[src/rtl/fifo_level.sv]
// fifo_level: synchronous show-ahead FIFO using all 2^W entries, with an
// occupancy count, almost-full/almost-empty thresholds, a synchronous flush
// and sticky overflow/underflow flags.
module fifo_level #(
  parameter int B        = 8,
  parameter int W        = 4,
  parameter int AF_LEVEL = 14,
  parameter int AE_LEVEL = 2
) (
  input  logic         clk,
  input  logic         reset,
  input  logic         clr,
  input  logic         err_clr,
  input  logic         wr,
  input  logic [B-1:0] w_data,
  input  logic         rd,
  output logic [B-1:0] r_data,
  output logic         empty,
  output logic         full,
  output logic         almost_empty,
  output logic         almost_full,
  output logic [W:0]   level,
  output logic         overflow,
  output logic         underflow
);

  localparam int unsigned D = 2 ** W;

  localparam logic [W-1:0] PTR_ZERO = W'(0);
  localparam logic [W-1:0] PTR_ONE  = W'(1);
  localparam logic [W:0]   LVL_ZERO = (W + 1)'(0);
  localparam logic [W:0]   LVL_ONE  = (W + 1)'(1);
  localparam logic [W:0]   LVL_FULL = (W + 1)'(D);
  localparam logic [W:0]   LVL_AF   = (W + 1)'(AF_LEVEL);
  localparam logic [W:0]   LVL_AE   = (W + 1)'(AE_LEVEL);

  logic [B-1:0] mem [D];

  logic [W-1:0] w_ptr_q, w_ptr_d;
  logic [W-1:0] r_ptr_q, r_ptr_d;
  logic [W:0]   level_q, level_d;
  logic         overflow_q, overflow_d;
  logic         underflow_q, underflow_d;
  logic         empty_q, empty_d;
  logic         full_q, full_d;
  logic         almost_empty_q, almost_empty_d;
  logic         almost_full_q, almost_full_d;

  logic         rd_ok_s;
  logic         wr_ok_s;
  logic         mem_we_s;
  logic         ovf_evt_s;
  logic         udf_evt_s;

  // Request acceptance: a write into a full FIFO is allowed only alongside an accepted read.
  always_comb begin
    rd_ok_s   = rd & (level_q != LVL_ZERO);
    wr_ok_s   = wr & ((level_q != LVL_FULL) | rd_ok_s);
    mem_we_s  = wr_ok_s & ~clr;
    ovf_evt_s = wr & ~wr_ok_s & ~clr;
    udf_evt_s = rd & ~rd_ok_s & ~clr;
  end

  // Next pointers and level; a flush zeroes them and ignores the requests.
  always_comb begin
    w_ptr_d = w_ptr_q;
    r_ptr_d = r_ptr_q;
    level_d = level_q;
    if (clr) begin
      w_ptr_d = PTR_ZERO;
      r_ptr_d = PTR_ZERO;
      level_d = LVL_ZERO;
    end else begin
      if (wr_ok_s) begin
        w_ptr_d = w_ptr_q + PTR_ONE;
      end else begin
        w_ptr_d = w_ptr_q;
      end
      if (rd_ok_s) begin
        r_ptr_d = r_ptr_q + PTR_ONE;
      end else begin
        r_ptr_d = r_ptr_q;
      end
      case ({wr_ok_s, rd_ok_s})
        2'b10:   level_d = level_q + LVL_ONE;
        2'b01:   level_d = level_q - LVL_ONE;
        default: level_d = level_q;
      endcase
    end
  end

  // Sticky error flags: a new error outranks a simultaneous err_clr.
  always_comb begin
    overflow_d  = overflow_q;
    underflow_d = underflow_q;
    if (err_clr) begin
      overflow_d  = 1'b0;
      underflow_d = 1'b0;
    end else begin
      overflow_d  = overflow_q;
      underflow_d = underflow_q;
    end
    if (ovf_evt_s) begin
      overflow_d = 1'b1;
    end else begin
      overflow_d = overflow_d;
    end
    if (udf_evt_s) begin
      underflow_d = 1'b1;
    end else begin
      underflow_d = underflow_d;
    end
  end

  // Status decode from the next level so the flags register alongside level.
  always_comb begin
    empty_d        = (level_d == LVL_ZERO);
    full_d         = (level_d == LVL_FULL);
    almost_empty_d = (level_d <= LVL_AE);
    almost_full_d  = (level_d >= LVL_AF);
  end

  // Control and status registers with asynchronous reset.
  always_ff @(posedge clk or posedge reset) begin
    if (reset) begin
      w_ptr_q        <= PTR_ZERO;
      r_ptr_q        <= PTR_ZERO;
      level_q        <= LVL_ZERO;
      overflow_q     <= 1'b0;
      underflow_q    <= 1'b0;
      empty_q        <= 1'b1;
      full_q         <= 1'b0;
      almost_empty_q <= 1'b1;
      almost_full_q  <= 1'b0;
    end else begin
      w_ptr_q        <= w_ptr_d;
      r_ptr_q        <= r_ptr_d;
      level_q        <= level_d;
      overflow_q     <= overflow_d;
      underflow_q    <= underflow_d;
      empty_q        <= empty_d;
      full_q         <= full_d;
      almost_empty_q <= almost_empty_d;
      almost_full_q  <= almost_full_d;
    end
  end

  // Storage array; deliberately not reset.
  always_ff @(posedge clk) begin
    if (mem_we_s) begin
      mem[w_ptr_q] <= w_data;
    end
  end

  assign r_data       = mem[r_ptr_q];
  assign level        = level_q;
  assign empty        = empty_q;
  assign full         = full_q;
  assign almost_empty = almost_empty_q;
  assign almost_full  = almost_full_q;
  assign overflow     = overflow_q;
  assign underflow    = underflow_q;

endmodule

[config.mk]
export PLATFORM = sky130hd
export DESIGN_NAME = fifo_level
export DESIGN_NICKNAME = d
export VERILOG_FILES = /design/src/rtl/fifo_level.sv
export SDC_FILE = /design/constraint.sdc
export NUM_CORES = 1
export LEC_CHECK = 0
export ABC_AREA = 1
export CAP_MARGIN = 30
export CELL_PAD_IN_SITES_DETAIL_PLACEMENT = 1
export CELL_PAD_IN_SITES_GLOBAL_PLACEMENT = 1
export CORE_MARGIN = 10
export CORE_UTILIZATION = 44
export CTS_CLUSTER_SIZE = 24
export DETAILED_ROUTE_END_ITERATION = 7
export PLACE_DENSITY = 0.73
export SLEW_MARGIN = 30
export SYNTH_ARGS = -nofsm -noshare
export SYNTH_HDL_FRONTEND = slang
export SYNTH_SLANG_ARGS = --single-unit
[constraint.sdc]
create_clock -name clk -period 2.2 [get_ports clk]
set_clock_uncertainty 0.1 [all_clocks]
set_input_delay 0.33 -clock clk [delete_from_list [all_inputs] [get_ports clk]]
set_output_delay 0.33 -clock clk [all_outputs]
set_load 0.1 [all_outputs]
=== After elaboration in Yosys (flattened, before gate mapping) ===
Memory sizes are Yosys's and may differ from the RTL's.
Cells that the tools add are included.

* Input port bits: 14
* Memories kept: 1
* Output and inout bits: 19
* Register bits: 19
* RAM bits: 128
* Word-level logic and storage cells: 48

{| class="wikitable"
|+ Memory list
! memory !! words !! bits a word !! rd ports !! clocked after memory_dff !! write ports !! RTL line !! text
|-
| mem || 16 || 8 || 1 || 0 || 1 || 37 || <nowiki>logic [B-1:0] mem [D];</nowiki>
|}

* Bitwise logic cells: 11
* Reductions and logical operators: 6
* Eq/ne operators: 4
* Mux-type cells: 11
* Add/sub/neg operators: 4
* Magnitude comparators: 2

{| class="wikitable"
|+ Operators with widths
! kind !! count
|-
| 4-bit two-way mux || 4
|-
| 5-bit one-hot mux with 2 select lines || 1
|-
| 4-bit by 1-bit adder with 4-bit output (second input constant) || 2
|-
| 2-bit nonzero test || 4
|-
| 1-bit bitwise AND || 7
|-
| 5-bit by 1-bit adder with 5-bit output (second input constant) || 1
|-
| 5-bit == test (second input constant) || 1
|-
| 5-bit by 4-bit greater-or-equal comparator with 1-bit output (second input constant) || 1
|-
| 5-bit by 2-bit <= comparator with 1-bit output (second input constant) || 1
|-
| 5-bit logical NOT || 1
|-
| 1-bit two-way mux || 5
|-
| 5-bit two-way mux || 1
|-
| 5-bit != test (second input constant) || 1
|-
| 5-bit nonzero test || 1
|-
| 5-bit by 1-bit subtractor with 5-bit output (second input constant) || 1
|-
| 1-bit NOT || 3
|-
| 2-bit by 1-bit == test with 1-bit output (second input constant) || 1
|-
| 2-bit == test (second input constant) || 1
|-
| 1-bit OR || 1
|}

=== Longest topological paths before layout ===
* Word-level depth: 8
* Gate-level depth with buffers: 15
* Depth with buffers taken out: 15

=== Worst setup path after synthesis ===
Ideal clock, no wire load.

* Kind: register to register
* Start point: register level_q[3] (netlist: level[3])
* End point: register empty_q (netlist: empty)
* Required time: 2.033 ns
* Cell stages (with the launch flop): 13
* Data arrival time: 2.611 ns
* Library setup time: 0.067 ns
* Path slack: -0.578 ns
* Buffers on the path: 0
* Clock period less this slack: 2.778 ns
* Cells stage by stage: dfrtp_1 -> nor2_2 -> nand3_2 -> nand2_4 -> nor2_1 -> inv_1 -> fa_1 -> nand3b_1 -> nand3_1 -> nand3_1 -> nand3_2 -> nand2_2 -> nor2_1

* Cells in the longest elaborated chain, start to end: 8
* Elaborated cells between the ends (all ways): 12
* Those cells by class: 2 x add/sub; 3 x eq/ne; 2 x mux; 3 x bitwise; 2 x reduce/logical

{| class="wikitable"
|+ Ends and longest elaborated chain
! item !! RTL line !! text
|-
| from (decl) || 41 || <nowiki>logic [W:0] level_q, level_d;</nowiki>
|-
| from (signal assigned) || 138 || <nowiki>level_q <= level_d;</nowiki>
|-
| 5-bit nonzero test || 57 || <nowiki>rd_ok_s = rd & (level_q != LVL_ZERO);</nowiki>
|-
| 1-bit bitwise AND || 57 ||
|-
| 1-bit OR || 58 || <nowiki>wr_ok_s = wr & ((level_q != LVL_FULL) | rd_ok_s);</nowiki>
|-
| 1-bit bitwise AND || 58 ||
|-
| 2-bit by 1-bit == test with 1-bit output or 2-bit == test (tied branches) || 84 || <nowiki>case ({wr_ok_s, rd_ok_s})</nowiki>
|-
| 5-bit one-hot mux with 2 select lines * || 84 ||
|-
| 5-bit two-way mux * || 69 || <nowiki>if (clr) begin</nowiki>
|-
| 5-bit logical NOT * || 117 || <nowiki>empty_d = (level_d == LVL_ZERO);</nowiki>
|-
| named net empty_d || 44 || <nowiki>logic empty_q, empty_d;</nowiki>
|-
| to (signal assigned) || 141 || <nowiki>empty_q <= empty_d;</nowiki>
|-
| to (decl) || 44 ||
|}

The timed path passes the listed nets; every way through them passes the cells marked *.
A chain may end at the register's enable or synchronous reset.

=== Worst setup path in the final report ===
* Start point: register r_ptr_q[0]
* End point: output r_data[1]

* Cells in the longest elaborated chain, start to end: 1

{| class="wikitable"
|+ Ends and longest elaborated chain
! item !! RTL line !! text
|-
| from (decl) || 40 || <nowiki>logic [W-1:0] r_ptr_q, r_ptr_d;</nowiki>
|-
| from (signal assigned) || 137 || <nowiki>r_ptr_q <= r_ptr_d;</nowiki>
|-
| memory read 16 x 8 bit || -- ||
|-
| to (decl) || 17 || <nowiki>output logic [B-1:0] r_data,</nowiki>
|}

Every way passes these cells.

==> flow_summary.rst <==
.. list-table::
   :header-rows: 1

   * - Metric
     - Value
   * - Result of the run
     - finished with violations
   * - Violations in the final reports
     - setup timing
   * - Power per standard cell area
     - 1151 mW/mm2
   * - Max clock buf depth
     - 2
   * - Vias per std cell
     - 5.604
   * - GR Util met1
     - about 19%
   * - R2R setup slack
     - -0.04 ns
   * - Mean instance size in the synthesized netlist
     - between 10 and 15 um2
   * - Number of warnings issued by yosys
     - 0
   * - Delay of the slowest cell on the worst path
     - about 0.5 ns
   * - Startpoint type of the worst setup path
     - register
   * - Worst Setup End Kind
     - output port
   * - Die area
     - about 0.02 mm2
   * - Relative area change from synthesis to final layout
     - 30.75%
   * - Biggest fanout along the worst timing path
     - 6
   * - Slowest stage cell, crit path
     - sky130_fd_sc_hd__dfrtp_4
   * - Number of distinct library cell variants in the gate-level netlist after synthesis
     - 27
   * - Reg-to-reg endpoint
     - almost_empty$_DFF_PP1_
   * - Worst min path class
     - input port to asynchronous set/reset pin
   * - RD Place Congestion
     - approximately 0.77
   * - Std cell rows
     - between 40 and 50
   * - Placed Cells incl. Taps
     - 719
   * - Met3 global-route usage
     - about 3.6%
   * - Worst VDD drop
     - approximately 0.00085 V
   * - Global route overflow
     - 0
   * - Final number of max-transition violations
     - 0
   * - Total I/O pin count
     - 33
   * - Commonest non-fill, non-tap cell in the layout
     - sky130_fd_sc_hd__edfxtp_1
   * - Endpoints failing hold
     - 0
   * - Most numerous cell on the critical path
     - sky130_fd_sc_hd__buf_12
   * - Setup-violating endpoint count in the final report
     - 10
   * - DRC Markers
     - 0
   * - Drt initial violations
     - roughly 320
   * - Drt wl/cell
     - roughly 23 um
   * - Lkg Pwr
     - roughly 3.0 nW
   * - CTS root buffer
     - sky130_fd_sc_hd__clkbuf_16
   * - Maximum number of pins on one net before global-route repair
     - 35
   * - Mapped Area
     - around 0.0063 mm2
   * - Die span in y
     - 139.4 um
   * - Nets@finish
     - 598
   * - Number of maximum-capacitance violations
     - 0
   * - Number of antenna violations at the first check in global routing
     - 0
   * - Total routing usage reported by global routing
     - approximately 18%
   * - Area of the multi-input gates
     - about 0.0019 mm2
   * - Portion of the post-synthesis area used by sequential elements
     - 68.87%
   * - Floorplan die width
     - about 140 um
   * - Number of sinks handled by clock tree synthesis
     - roughly 150
   * - Global-route wire length before repair
     - between 20 and 30 mm
   * - Antenna violation net count after detailed routing
     - 0
   * - Via count of the first global-routing pass
     - 4687
   * - CTS tree
     - done
   * - Reg2reg start
     - level[4]$_DFF_PP0_
   * - Cell taking the most area after synthesis
     - sky130_fd_sc_hd__edfxtp_1
   * - N_diodes
     - 0
   * - Initial core utilization
     - 45.03%
   * - Max_slew headroom
     - about 49%
   * - Cts bufs inserted
     - 17
   * - Worst path arrival time
     - around 2.1 ns
   * - Register bit count reported by yosys
     - 147
   * - Transition time at the pin with the least slew margin
     - between 0.7 and 0.8 ns
   * - Mapped Nets
     - roughly 520
   * - Crit-path cells
     - buf_12 > buf_4 > mux2i_1 > o21ai_2 > o211ai_1 > nand2_2 > buf_12
   * - Routed wire length
     - 17.52 mm
   * - Setup repair after global routing missed its margin
     - yes
   * - Clk Latency, worst-skew pair
     - 0.42 ns
   * - Fmax
     - about 390 MHz
   * - Core Footprint
     - approximately 0.014 mm2
   * - Number of cells on the worst reg-to-reg path
     - 12
   * - Level count of the clock H-tree
     - 4
   * - Final Non-Filler Cells
     - roughly 770
   * - Fill cell total of the finished layout
     - around 1.4k
   * - Final worst slack
     - -0.3645 ns
   * - Grt met2 use
     - about a third
   * - Share of the synthesized area in the top cell type
     - 61.26%
   * - Clock slew seen by the registers of the worst setup and hold paths
     - 0.06 ns
   * - Cells after Synth
     - 493
   * - Half-perimeter wire length of the detailed placement result
     - ~11 mm
   * - Worst setup timing slack at the placement stage
     - -0.2133 ns
   * - DR pass1 iterations
     - 4
   * - Overall via count from detail_route
     - around 4.3k
   * - FF/Latch Area
     - around 0.0043 mm2
   * - Share of post-route cells with drive strength above 1
     - a little under 30%
   * - Crit Path Category
     - register to output port
   * - Final core utilization
     - roughly three fifths
   * - Top library cells by usage in the layout, fill and taps aside
     - 128 x sky130_fd_sc_hd__edfxtp_1, 50 x sky130_fd_sc_hd__inv_1, 49 x sky130_fd_sc_hd__buf_4
   * - Port Buffers
     - 32
   * - Largest cells by area after synthesis
     - sky130_fd_sc_hd__edfxtp_1 61%, sky130_fd_sc_hd__dfrtp_1 6.8%, sky130_fd_sc_hd__mux2i_1 5.1%, sky130_fd_sc_hd__o211ai_1 3.8%, sky130_fd_sc_hd__o21ai_0 3.7%
   * - Layer carrying the most global-route usage
     - met2
   * - Final cycle utilization of the critical path
     - 116.6%
   * - Crit path required time
     - roughly 1.8 ns
   * - Final Critical Period
     - around 2.6 ns
-- flip-flops by register name, indices dropped and copies added (netlist names) --
register	count
mem	128
level	5
r_ptr_q	4
w_ptr_q	4
almost_empty	1
almost_full	1
empty	1
full	1
overflow	1
underflow	1
-- where the power goes --
group          internal [mW]  switching (mW)  total, mW  leakage [nW]
sequential              3.17          0.0778       3.25          1.39
combinational           1.35            2.28       3.63          1.38
clock                   1.52            1.05       2.57         0.246
total                   6.04            3.41       9.45          3.02
-- what timing repair did --
item,in CTS,in global routing
gates resized for setup,51,42
hold buffers,0,0
endpoints found under the hold margin,0,0
pin swaps,32,30
buffers inserted,9,3
setup endpoints to repair,12,21
gates cloned,3,3
-- worst max path at each step --
stage / startpoint / to / cells past startpoint
after floorplan: level[3]$_DFF_PP0_ / empty$_DFF_PP1_ / 14
after global placement: rd / mem[1][1]$_DFFE_PP_ / 9
after detailed placement: rd / mem[13][7]$_DFFE_PP_ / 9
after CTS: r_ptr_q[0]$_DFFE_PP0P_ / r_data[1] / 7
after global routing: r_ptr_q[0]$_DFFE_PP0P_ / r_data[1] / 7
final: r_ptr_q[0]$_DFFE_PP0P_ / r_data[1] / 7
-- per-stage QoR --
stage / total power, mW / cell area, um2 / TNS, ns / hold slack [ns]
4_1_cts: 9.178 / 7956 / -2.551 / 0.2508
3_5_place_dp: 6.249 / 7189 / -23.43 / 0.4323
3_3_place_gp: 6.185 / 7189 / -13.73 / 0.4217
6_report: 9.446 / 8204 / -2.537 / 0.2508
2_1_floorplan: 5.282 / 6364 / -0.04968 / 0.1798
5_1_grt: 9.800 / 8204 / -3.546 / 0.3113
-- critical path, delay by kind of cell, from the launching register on --
kind	cells	cell delay [ns]
AO/OA/AOI/OAI	2	0.37
buffers and inverters	3	0.50
multiplexers	1	0.23
flip-flops	1	0.51
AND/OR/NAND/NOR	1	0.10
-- kinds of logic after synthesis --
family                     synth area share, %
AOI/OAI and AO/OA                        10.77
xor gates and xnor gates                0.1396
adders and majority gates                1.914
buffers and inverters                    5.065
DFF                                      68.87
muxes                                    5.105
and+or+nand+nor                          8.135
-- synthesized netlist by cell type, drive strengths merged --
master and number:
edfxtp 128, inv 55, o21ai 47, nand2 43, a21oi 36, mux2i 32
o211ai 32, nand3 31, nor2 27, dfrtp 17, clkbuf 15, buf 8
ha 8, nand3b 3, clkinv 2, dfstp 2, nor3 2, o22ai 2
fa 1, o31ai 1, xor2 1
-- layout make-up --
| type | count | area share, % |
|---|---|---|
| Multi-Input combinational cell | 266 | 23.21 |
| Clock buffer | 22 | 5.414 |
| Tap cell | 180 | 2.745 |
| Timing Repair Buffer | 86 | 12.26 |
| Inverter | 57 | 2.638 |
| Clock inverter | 8 | 0.7778 |
| Sequential cell | 147 | 52.95 |
-- routing by layer --
metal / up-vias / wire length [um]
met2: 117 / 9390
met4: 0 / 368
met5: - / 0
met1: 2203 / 7101
met3: 26 / 657
li1: 1947 / -
No activity file was read; power rests on OpenSTA's default activity.
